===== src/rtl/usr_multi_shift.sv =====
// Universal shift register with free-running and counted multi-step operations.
// A counted operation repeats a single step amt times, then pulses done for one cycle.
module usr_multi_shift #(
  parameter int WIDTH = 8,
  parameter int AMT_W = 4
) (
  input  logic             clk,
  input  logic             rst_n,
  input  logic [2:0]       mode,
  input  logic             start,
  input  logic [AMT_W-1:0] amt,
  input  logic [WIDTH-1:0] par_in,
  input  logic             ser_left,
  input  logic             ser_right,
  output logic [WIDTH-1:0] out,
  output logic             so_msb,
  output logic             so_lsb,
  output logic             busy,
  output logic             done
);

  // state | meaning
  // IDLE  | free-run on mode each edge, or accept a start request
  // BUSY  | counted operation running on the latched mode, one step per edge
  typedef enum logic {IDLE, BUSY} state_t;

  localparam logic [2:0] M_HOLD = 3'b000;
  localparam logic [2:0] M_SHL  = 3'b001;
  localparam logic [2:0] M_SHR  = 3'b010;
  localparam logic [2:0] M_LOAD = 3'b011;
  localparam logic [2:0] M_ROTL = 3'b100;
  localparam logic [2:0] M_ROTR = 3'b101;
  localparam logic [2:0] M_ASHR = 3'b110;
  localparam logic [2:0] M_CLR  = 3'b111;

  localparam logic [AMT_W-1:0] ONE = AMT_W'(1);

  state_t           state, state_nxt;
  logic [WIDTH-1:0] out_nxt;
  logic [AMT_W-1:0] count, count_nxt;
  logic [2:0]       mode_q, mode_nxt;
  logic             done_nxt;

  function automatic logic [WIDTH-1:0] step_val(
    input logic [2:0]       m,
    input logic [WIDTH-1:0] v,
    input logic [WIDTH-1:0] pin,
    input logic             sl,
    input logic             sr
  );
    logic [WIDTH-1:0] r;
    r = v;
    case (m)
      M_HOLD: r = v;
      M_SHL:  r = {v[WIDTH-2:0], sr};
      M_SHR:  r = {sl, v[WIDTH-1:1]};
      M_LOAD: r = pin;
      M_ROTL: r = {v[WIDTH-2:0], v[WIDTH-1]};
      M_ROTR: r = {v[0], v[WIDTH-1:1]};
      M_ASHR: r = {v[WIDTH-1], v[WIDTH-1:1]};
      M_CLR:  r = '0;
      default: r = v;
    endcase
    return r;
  endfunction

  function automatic logic is_counted(input logic [2:0] m);
    return (m == M_SHL) || (m == M_SHR) || (m == M_ROTL) ||
           (m == M_ROTR) || (m == M_ASHR);
  endfunction

  always_ff @(posedge clk or negedge rst_n) begin
    if (!rst_n) begin
      state  <= IDLE;
      out    <= '0;
      count  <= '0;
      mode_q <= M_HOLD;
      done   <= 1'b0;
    end else begin
      state  <= state_nxt;
      out    <= out_nxt;
      count  <= count_nxt;
      mode_q <= mode_nxt;
      done   <= done_nxt;
    end
  end

  always_comb begin
    state_nxt = state;
    out_nxt   = out;
    count_nxt = count;
    mode_nxt  = mode_q;
    done_nxt  = 1'b0;
    case (state)
      IDLE: begin
        if (!start) begin
          out_nxt = step_val(mode, out, par_in, ser_left, ser_right);
        end else if (!is_counted(mode)) begin
          out_nxt  = step_val(mode, out, par_in, ser_left, ser_right);
          done_nxt = 1'b1;
        end else if (amt == '0) begin
          done_nxt = 1'b1;
        end else begin
          out_nxt   = step_val(mode, out, par_in, ser_left, ser_right);
          mode_nxt  = mode;
          count_nxt = amt - ONE;
          if (amt == ONE) begin
            done_nxt = 1'b1;
          end else begin
            state_nxt = BUSY;
          end
        end
      end
      BUSY: begin
        // par_in is irrelevant here: only shift/rotate modes are ever latched
        out_nxt   = step_val(mode_q, out, par_in, ser_left, ser_right);
        count_nxt = count - ONE;
        if (count == ONE) begin
          state_nxt = IDLE;
          done_nxt  = 1'b1;
        end
      end
      default: state_nxt = IDLE;
    endcase
  end

  assign busy   = (state == BUSY);
  assign so_msb = out[WIDTH-1];
  assign so_lsb = out[0];

endmodule


===== config.mk =====
export PLATFORM = sky130hd
export DESIGN_NAME = usr_multi_shift
export DESIGN_NICKNAME = d
export VERILOG_FILES = /design/src/rtl/usr_multi_shift.sv
export SDC_FILE = /design/constraint.sdc
export NUM_CORES = 1
export LEC_CHECK = 0
export CORE_UTILIZATION = 56
export DETAILED_ROUTE_END_ITERATION = 8
export PLACE_DENSITY = 0.9
export SLEW_MARGIN = 10
export SYNTH_ARGS = -nofsm -noshare
export SYNTH_HDL_FRONTEND = slang
export SYNTH_SLANG_ARGS = --single-unit

===== constraint.sdc =====
create_clock -name clk -period 3.1 [get_ports clk]
set_input_delay 0.775 -clock clk [delete_from_list [all_inputs] [get_ports clk]]
set_output_delay 0.775 -clock clk [all_outputs]
set_load 0.02 [all_outputs]

Word-level counts from Yosys, hierarchy flattened
Index checks and enable logic that the tools add are counted.
{"block": "totals", "inputBits": 20, "register_bits": 17, "wordCells": 65}
{"block": "classes", "n_bitwise": 2, "add_sub_neg": 2, "mux": 22, "n_eq_ne": 22, "reduce_logical": 11}
{"operator": "case mux 8 bit (8 select lines)", "n": 1}
{"operator": "case mux 8 bit (7 select lines)", "n": 1}
{"operator": "== test 3 bit, second input constant", "n": 8}
{"operator": "2-to-1 mux 8 bit", "n": 3}
{"operator": "case mux 8 bit (2 select lines)", "n": 1}
{"operator": "== test 3 x 2 -> 1 bit, second input constant", "n": 4}
{"operator": "2-to-1 mux 4 bit", "n": 3}
{"operator": "2-to-1 mux 1 bit", "n": 10}
{"operator": "inequality test 2 bit, second input constant", "n": 5}
{"operator": "== test 4 x 1 -> 1 bit, second input constant", "n": 2}
{"operator": "case mux 4 bit (2 select lines)", "n": 1}
{"operator": "subtractor 4 x 1 -> 4 bit, second input constant", "n": 2}
{"operator": "== test 3 x 1 -> 1 bit, second input constant", "n": 2}
{"operator": "logical NOT 3 bit", "n": 2}
{"operator": "AND reduction 3 bit", "n": 2}
{"operator": "logical NOT 4 bit", "n": 1}
{"operator": "logical OR 1 bit", "n": 4}
{"operator": "inequality test 4 bit, second input constant", "n": 1}
{"operator": "case mux 1 bit (2 select lines)", "n": 2}
{"operator": "AND reduction 4 bit", "n": 1}
{"operator": "NOT 1 bit", "n": 2}
{"operator": "AND reduction 2 bit", "n": 1}

Logic depth before layout (Yosys ltp)
Gate-level depths: netlist of run 1.
{"block": "logic_depth", "ltp_word": 8, "mapped_depth": 8}

Worst setup path before layout of run 1
No wires, ideal clock.
{"block": "synth_path", "path_type": "input to register", "startpoint": "input amt[1]", "endpoint": "register out[7]", "path_slack_ns": 0.943, "setup_time_ns": 0.128, "arrival_time_ns": 2.030, "path_stages": 7, "path_cell_list": "inv_1 ha_1 or3b_4 a211oi_2 a311oi_1 o21ai_1 mux2_1"}
{"block": "synth_between", "elab_chain_cells": 3}
{"element": "from (decl)", "line": "11", "source": "input logic [AMT_W-1:0] amt,"}
{"element": "logical NOT 4 bit", "line": "101", "source": "end else if (amt == '0) begin"}
{"element": "inequality test 4 bit (no source line)"}
{"element": "AND reduction 3 bit (no source line)"}
{"element": "to (signal assigned)", "line": "81", "source": "out <= out_nxt;"}
{"element": "to (decl)", "line": "15", "source": "output logic [WIDTH-1:0] out,"}
No other way between the ends.
A chain may end at the register's enable or synchronous reset.

Worst setup path after layout of run 1
{"block": "layout_path", "startpoint": "input amt[0]", "endpoint": "register out[7]"}
The elaborated chain is that of the path after synthesis.

==> summary.txt, run 1 <==
Initial DRC count: 116
All-Layer GR Usage: 27.36%
Critical path capture point type: flop
Failing checks: DRC
Largest net degree at the start of global routing: 34
Post-route ant nets: 0
Die ar.: 3240 um2
Max-capacitance violation count: 0
Post-synthesis mux area share: 5.111%
Post-synthesis average cell area: 8.160 um2
CTS tree: yes
Yosys top cell area share: 25.19%
Global-route wire length before repair: 6.982 mm
Peak VDD IR: 0.4265 mV
Post-CTS sizing: 0
Clock root buffer: clkbuf_4
Main combinational cell family by area after synthesis: compound AO/OA/AOI/OAI gates
Starting Density: 60.21%
Final slew viol count: 0
Final Cycle Share: 79.83%
Synth async-reset ratio: 100.0%
Synthesized area: 1689 um2
Synth area leaders: dfrtp_1, a21oi_1, nand2_1
# Post-CTS Setup Buffers: 0
Total Routed Length: 4.073 mm
Port Buf Inserts: 31
Grt ovf: 0
Ant. Diodes: 0
Post-Synth Simple-Gate Area: 24.44%
Final worst setup slack: 0.6252 ns
Warnings, synthesis: 0
Final hold vios: 0
FF-to-FF path depth: 5
Area delta synth->final: 18.00%
Most common flop cell mapped by yosys: dfrtp_1
First drt pass iteration count: 6
TNS Setup: 0 ns
Worst rel slew slack: 46.29%
Highest clock rate: 0.4041 GHz
Seq/Total Area, Yosys: 25.19%
Vias in the first global route: 1570
I/O pins: 32
Max Root-Sink Buffers: 2
Worst Hold Slack: 0.5582 ns
Clock sink count: 17
Die Ht: 56.92 um
Post-Synthesis Net Count: 231
Setup crit start kind: input port
Share of cells above drive strength 1: 10.87%
Cell taking the most area after synthesis: dfrtp_1
H-tree Lvls: 1
Wire per inst: 15.61 um
# hold bufs at CTS: 0
Synth Area in XOR/XNOR: 2.074%
Pre-CTS setup slack: 0.3090 ns
Worst-path maximum fanout: 4
Vias per inst: 6.356
Vias: 1659
# DRC: 6
Adder-Cell Fraction of Synth Area: 2.963%
Clk pin slew, worst setup/hold paths: 0.10 ns
Number of flops mapped to enable cells by yosys: 0
LEAKAGE: 0.7806 nW
Skew final: 0.009665 ns
Initial antenna violation count: 0
Final Setup Violations: 0
Routability cong.: 0.8725
Compound-cell area share of the yosys netlist: 31.48%
Clock Latency Late Sink: 0.31 ns
Yosys reg bits: 17
Required time worst endpoint: 3.29 ns
RSZ-0062 raised after global routing: false
CP Class: input port to flop
Pwr Density: 940.1 nW/um2
Synth cell types: 56
Filler instances: 219
Critical path arrival: 2.67 ns
Die W: 56.92 um
Core area: 2805 um2
Row count: 19
Hold crit path type: flop to flop
Final Util: 71.05%
Final critical-path required period: 2.475 ns
Synthesized netlist cell count: 207
Total Nets Final: 255
DP Wirelength: 2.920 mm
WHS Path Cells: 1
CTS buffer count: 3
Least-Margin Pin Slew: 0.8031 ns
Status: complete, but fails checks
-- registers in the layout, summed over array words and instances (netlist names) --
register  cells
busy          1
count         4
done          1
mode_q        3
out           8
-- placed cells by master, fill, tap and decap left out, types with 3 or more instances in the layout --
cell,count
mux2_2,3
ha_1,4
nor2_1,11
nand3_1,6
nor3_1,4
buf_4,7
inv_1,6
a31oi_1,3
o31ai_1,3
nand2b_1,9
o21ai_1,7
dfrtp_1,17
mux2i_1,3
o211ai_1,3
clkbuf_4,3
clkdlybuf4s50_1,31
o22ai_1,5
nor2b_1,9
a21oi_1,19
nand3b_1,3
a211oi_1,4
nand2_1,22
o31ai_2,3
-- per-layer routing --
layer	up-vias	GRT usage (%)	part of all wire [%]
met1	772	36.22	44
met5	-	0	0
met2	64	43.70	48
met3	9	2.304	5.0
li1	814	-	-
met4	0	16.03	2.3
-- cell families after synthesis --
| kind of cell | Yosys count |
|---|---|
| xor gates and xnor gates | 4 |
| DFF | 17 |
| muxes | 8 |
| AOI/OAI and AO/OA | 74 |
| and+or+nand+nor | 75 |
| buffers and inverters | 25 |
| adders and majority gates | 4 |
-- worst max-delay path, cell delays in order --
cell and delay, ns:
clkdlybuf4s50_1 0.46, inv_1 0.08, ha_1 0.22, or3b_4 0.44, a211oi_2 0.16, a311oi_1 0.07, o21ai_1 0.12, mux2_1 0.33
-- final cells by class --
class / count / area (um2) / area share (%)
well taps: 31 / 38.79 / 1.946
inverters: 6 / 22.52 / 1.130
multi-input cells: 165 / 1116 / 56.00
repair buffers: 38 / 362.8 / 18.20
flip-flops and latches: 17 / 425.4 / 21.34
clock inverters: 1 / 5.005 / 0.2511
clock buffers: 3 / 22.52 / 1.130
-- report_power, final --
group	leakage, nW	internal (mW)	switching, mW
logic	0.560	0.583	0.575
clock network	0.0177	0.0483	0.0777
registers	0.203	0.338	0.252
total	0.781	0.969	0.905
-- cells in the mapped netlist (all sizes together), types with 2 or more instances --
library cell	count
xnor2	2
a311oi	2
a211oi	5
o21ai	8
a2bb2oi	2
o211ai	3
mux2	5
and3	2
a21boi	3
inv	6
nand2	22
ha	4
nor3	5
nand3	6
a221o	2
o31ai	6
nor2	13
dfrtp	17
nor2b	9
a31oi	3
nand2b	9
xor2	2
o221ai	2
a21oi	19
a22o	2
a32oi	3
clkbuf	2
o22ai	5
a21o	2
nand3b	3
nand4b	2
mux2i	3
buf	17
-- final timing paths --
check | startpoint | endpoint | slack, ns
max in group asynchronous | rst_n | out[0]$_DFFE_PN0P_ | 1.68
worst min register to register | count[0]$_DFFE_PN0P_ | count[0]$_DFFE_PN0P_ | 0.56
worst max-delay path | amt[0] | out[7]$_DFFE_PN0P_ | 0.63
min in group asynchronous | rst_n | mode_q[1]$_DFFE_PN0P_ | 0.92
worst min-delay path | count[0]$_DFFE_PN0P_ | count[0]$_DFFE_PN0P_ | 0.56
worst max register to register | mode_q[1]$_DFFE_PN0P_ | out[7]$_DFFE_PN0P_ | 1.01
-- per-stage QoR --
step	instances	power, mW	instance area (um2)
final	261	1.874	1993
after global routing	261	2.037	1993
after CTS	261	1.867	1993
after detailed placement	257	1.742	1966
after global placement	257	1.711	1966
after floorplan	207	1.427	1689
(Power assumes the default switching activity.)
==> run 2, diff against run 1 <==
Settings changed: CORE_UTILIZATION 56 to 47, PLACE_DENSITY 0.9 to 0.81.
Clock period 3.1 ns to 2.1 ns, I/O delays scaled along.
==> run 2 against run 1 <==
  * The flow now finishes without violations
  * Worst setup slack lost 0.54 ns
  * Hold slack lost 0.0056 ns
  * Register-to-register slack lost 0.78 ns
  * Combinational power grew 63%
  * Utilization shrank 5.5 points
  * Critical path depth shrank 7
  * Sequential share of layout area shrank 2.2 points
  * Die area grew 18%
  * Wire length grew 10%
  * Largest cell class unchanged
  * Largest power group unchanged
==> summary.txt, run 2 (synthesis gave the netlist of run 1 again) <==
Status: complete, no violations (was complete, but fails checks)
Logic pwr share: 64.9% (was 61.8%)
Pre-CTS setup slack: -0.2935 ns (was 0.3090 ns)
Crit-path cells: clkdlybuf4s50_1 (was clkdlybuf4s50_1, inv_1, ha_1, or3b_4, a211oi_2, a311oi_1, o21ai_1, mux2_1)
Max-capacitance violation count: 0 (unchanged)
Area delta synth->final: 31.63% (was 18.00%)
Core area: 3390 um2 (was 2805 um2)
I/O pins: 32 (unchanged)
Commonest non-fill, non-tap cell in the layout: buf_4 (was clkdlybuf4s50_1)
Worst path max stage delay: 0.67 ns (was 0.46 ns)
Seq pwr share: 28.8% (was 31.5%)
Peak VDD IR: 0.7318 mV (was 0.4265 mV)
Initial antenna violation count: 0 (unchanged)
Final hold vios: 0 (unchanged)
Total Nets Final: 281 (was 255)
WP buf/inv: 1 (was 2)
R2R setup slack: 0.23 ns (was 1.01 ns)
DP Wirelength: 3.252 mm (was 2.920 mm)
Final Setup Violations: 0 (unchanged)
Routability cong.: 0.8820 (was 0.8725)
Switching share of power: 47.58% (was 48.27%)
Grt ovf: 0 (unchanged)
Worst rel slew slack: 56.47% (was 46.29%)
Cell family with most CP delay: buffers and inverters (unchanged)
Most flops, register: out (unchanged)
Setup crit start kind: flop (was input port)
Fin area: 2223 um2 (was 1993 um2)
Placed cell area: 2172 um2 (was 1966 um2)
Die Ht: 61.95 um (was 56.92 um)
FF-to-FF path depth: 5 (unchanged)
Highest clock rate: 0.4966 GHz
Hold crit path type: input port to async pin (was flop to flop)
Clock sink count: 17 (unchanged)
Int Power: 1.529 mW (was 969.2 uW)
P_sw: 1.388 mW (was 904.6 uW)
# hold bufs at CTS: 0 (unchanged)
Port Buf Inserts: 31 (unchanged)
CP Class: flop to output port (was input port to flop)
Worst-path maximum fanout: 9 (was 4)
Vias per inst: 5.881 (was 6.356)
Clock root buffer: clkbuf_4 (unchanged)
Starting Density: 49.83% (was 60.21%)
Critical path capture point type: output port (was flop)
Worst R2R Start: mode_q[2]$_DFFE_PN0P_ (was mode_q[1]$_DFFE_PN0P_)
# DRC: 0 (was 6)
RSZ-0062 raised after global routing: false (unchanged)
Post-route ant nets: 0 (unchanged)
Filler instances: 272 (was 219)
Skew final: 0.01067 ns (was 0.009665 ns)
Largest net degree at the start of global routing: 22 (was 34)
Critical path arrival: 1.49 ns (was 2.67 ns)
CTS buffer count: 3 (unchanged)
Share of cells above drive strength 1: 20.70% (was 10.87%)
CTS tree: yes (unchanged)
Vias: 1776 (was 1659)
TNS Setup: 0 ns (unchanged)
Wire per inst: 14.85 um (was 15.61 um)
Regs by FF count: out (8), count (4), mode_q (3) (unchanged)
Die ar.: 3838 um2 (was 3240 um2)
Max Root-Sink Buffers: 2 (unchanged)
Worst reg2reg path endpoint: out[7]$_DFFE_PN0P_ (unchanged)
Most frequent cells in the layout: buf_4, clkdlybuf4s50_1, nand2_1 (was clkdlybuf4s50_1, nand2_1, a21oi_1)
Die W: 61.95 um (was 56.92 um)
Vias in the first global route: 1695 (was 1570)
Crit-path slowest cell: clkdlybuf4s50_1 (unchanged)
Worst Hold Slack: 0.5526 ns (was 0.5582 ns)
Final Cycle Share: 95.90%
Required time worst endpoint: 1.57 ns (was 3.29 ns)
Row count: 21 (was 19)
Initial DRC count: 173 (was 116)
Ant. Diodes: 0 (unchanged)
Global-route wire length before repair: 7.438 mm (was 6.982 mm)
Total Routed Length: 4.486 mm (was 4.073 mm)
Clock share of power: 6.3% (was 6.7%)
Final critical-path required period: 2.014 ns
H-tree Lvls: 1 (unchanged)
All-Layer GR Usage: 25.99% (was 27.36%)
First drt pass iteration count: 4 (was 6)
Final slew viol count: 0 (unchanged)
Pwr Density: 1312 nW/um2 (was 940.1 nW/um2)
Least-Margin Pin Slew: 0.6530 ns (was 0.8031 ns)
LEAKAGE: 0.9205 nW (was 0.7806 nW)
Clk pin slew, worst setup/hold paths: 0.11 ns (was 0.10 ns)
Final worst setup slack: 0.08617 ns (was 0.6252 ns)
Clock Latency Late Sink: 0.30 ns (was 0.31 ns)
Max reg flops: 8 (unchanged)
==> run 2: layout make-up <==
type                    instances  area, um2  area share, %
multi-input cells             165       1129          50.76
well taps                      46      57.56          2.589
flip-flops and latches         17      425.4          19.13
repair buffers                 64      563.0          25.32
inverters                       6      22.52          1.013
clock buffers                   4      26.28          1.182
==> run 2: power by group through the flow <==
stage | Combinational, mW | Sequential [mW] | Clock (mW)
CTS | 1.88 | 0.834 | 0.191
global route | 2.10 | 0.877 | 0.202
detailed placement | 1.87 | 0.843 | 0
global placement | 1.83 | 0.829 | 0
floorplan | 1.31 | 0.800 | 0
finish | 1.89 | 0.841 | 0.182
==> run 2: through the flow <==
stage | util [%] | std cells | power [mW]
floorplan | - | 207 | 2.106
global placement | 64.08 | 297 | 2.659
detailed placement | 64.08 | 297 | 2.713
CTS | 64.86 | 301 | 2.907
global route | 65.60 | 302 | 3.177
finish | 65.60 | 302 | 2.916
==> run 2: timing repair <==
action | 4_1_cts | 5_1_grt
endpoints found under the hold margin | 0 | 0
buffers inserted | 0 | 1
setup endpoints to repair | 0 | 7
gates resized for setup | 0 | 6
==> run 2: worst max path at each step <==
| stage | startpoint | slack (ns) | depth (start not counted) | to |
|---|---|---|---|---|
| 3_3_place_gp | amt[1] | -0.25 | 8 | out[7]$_DFFE_PN0P_ |
| 6_report | out[1]$_DFFE_PN0P_ | 0.09 | 1 | out[1] |
| 5_1_grt | out[1]$_DFFE_PN0P_ | 0.009 | 1 | out[1] |
| 4_1_cts | amt[1] | 0.03 | 8 | out[7]$_DFFE_PN0P_ |
| 3_5_place_dp | amt[1] | -0.29 | 8 | out[7]$_DFFE_PN0P_ |
| 2_1_floorplan | amt[1] | 0.19 | 7 | out[7]$_DFFE_PN0P_ |
==> run 2: routing by layer <==
metal / vias to the layer above / global-route usage (%) / wire, um
met5: - / 0 / 0
met4: 0 / 11.75 / 48
met3: 6 / 3.934 / 215
met2: 64 / 42.86 / 2211
met1: 836 / 33.50 / 2010
li1: 870 / - / -
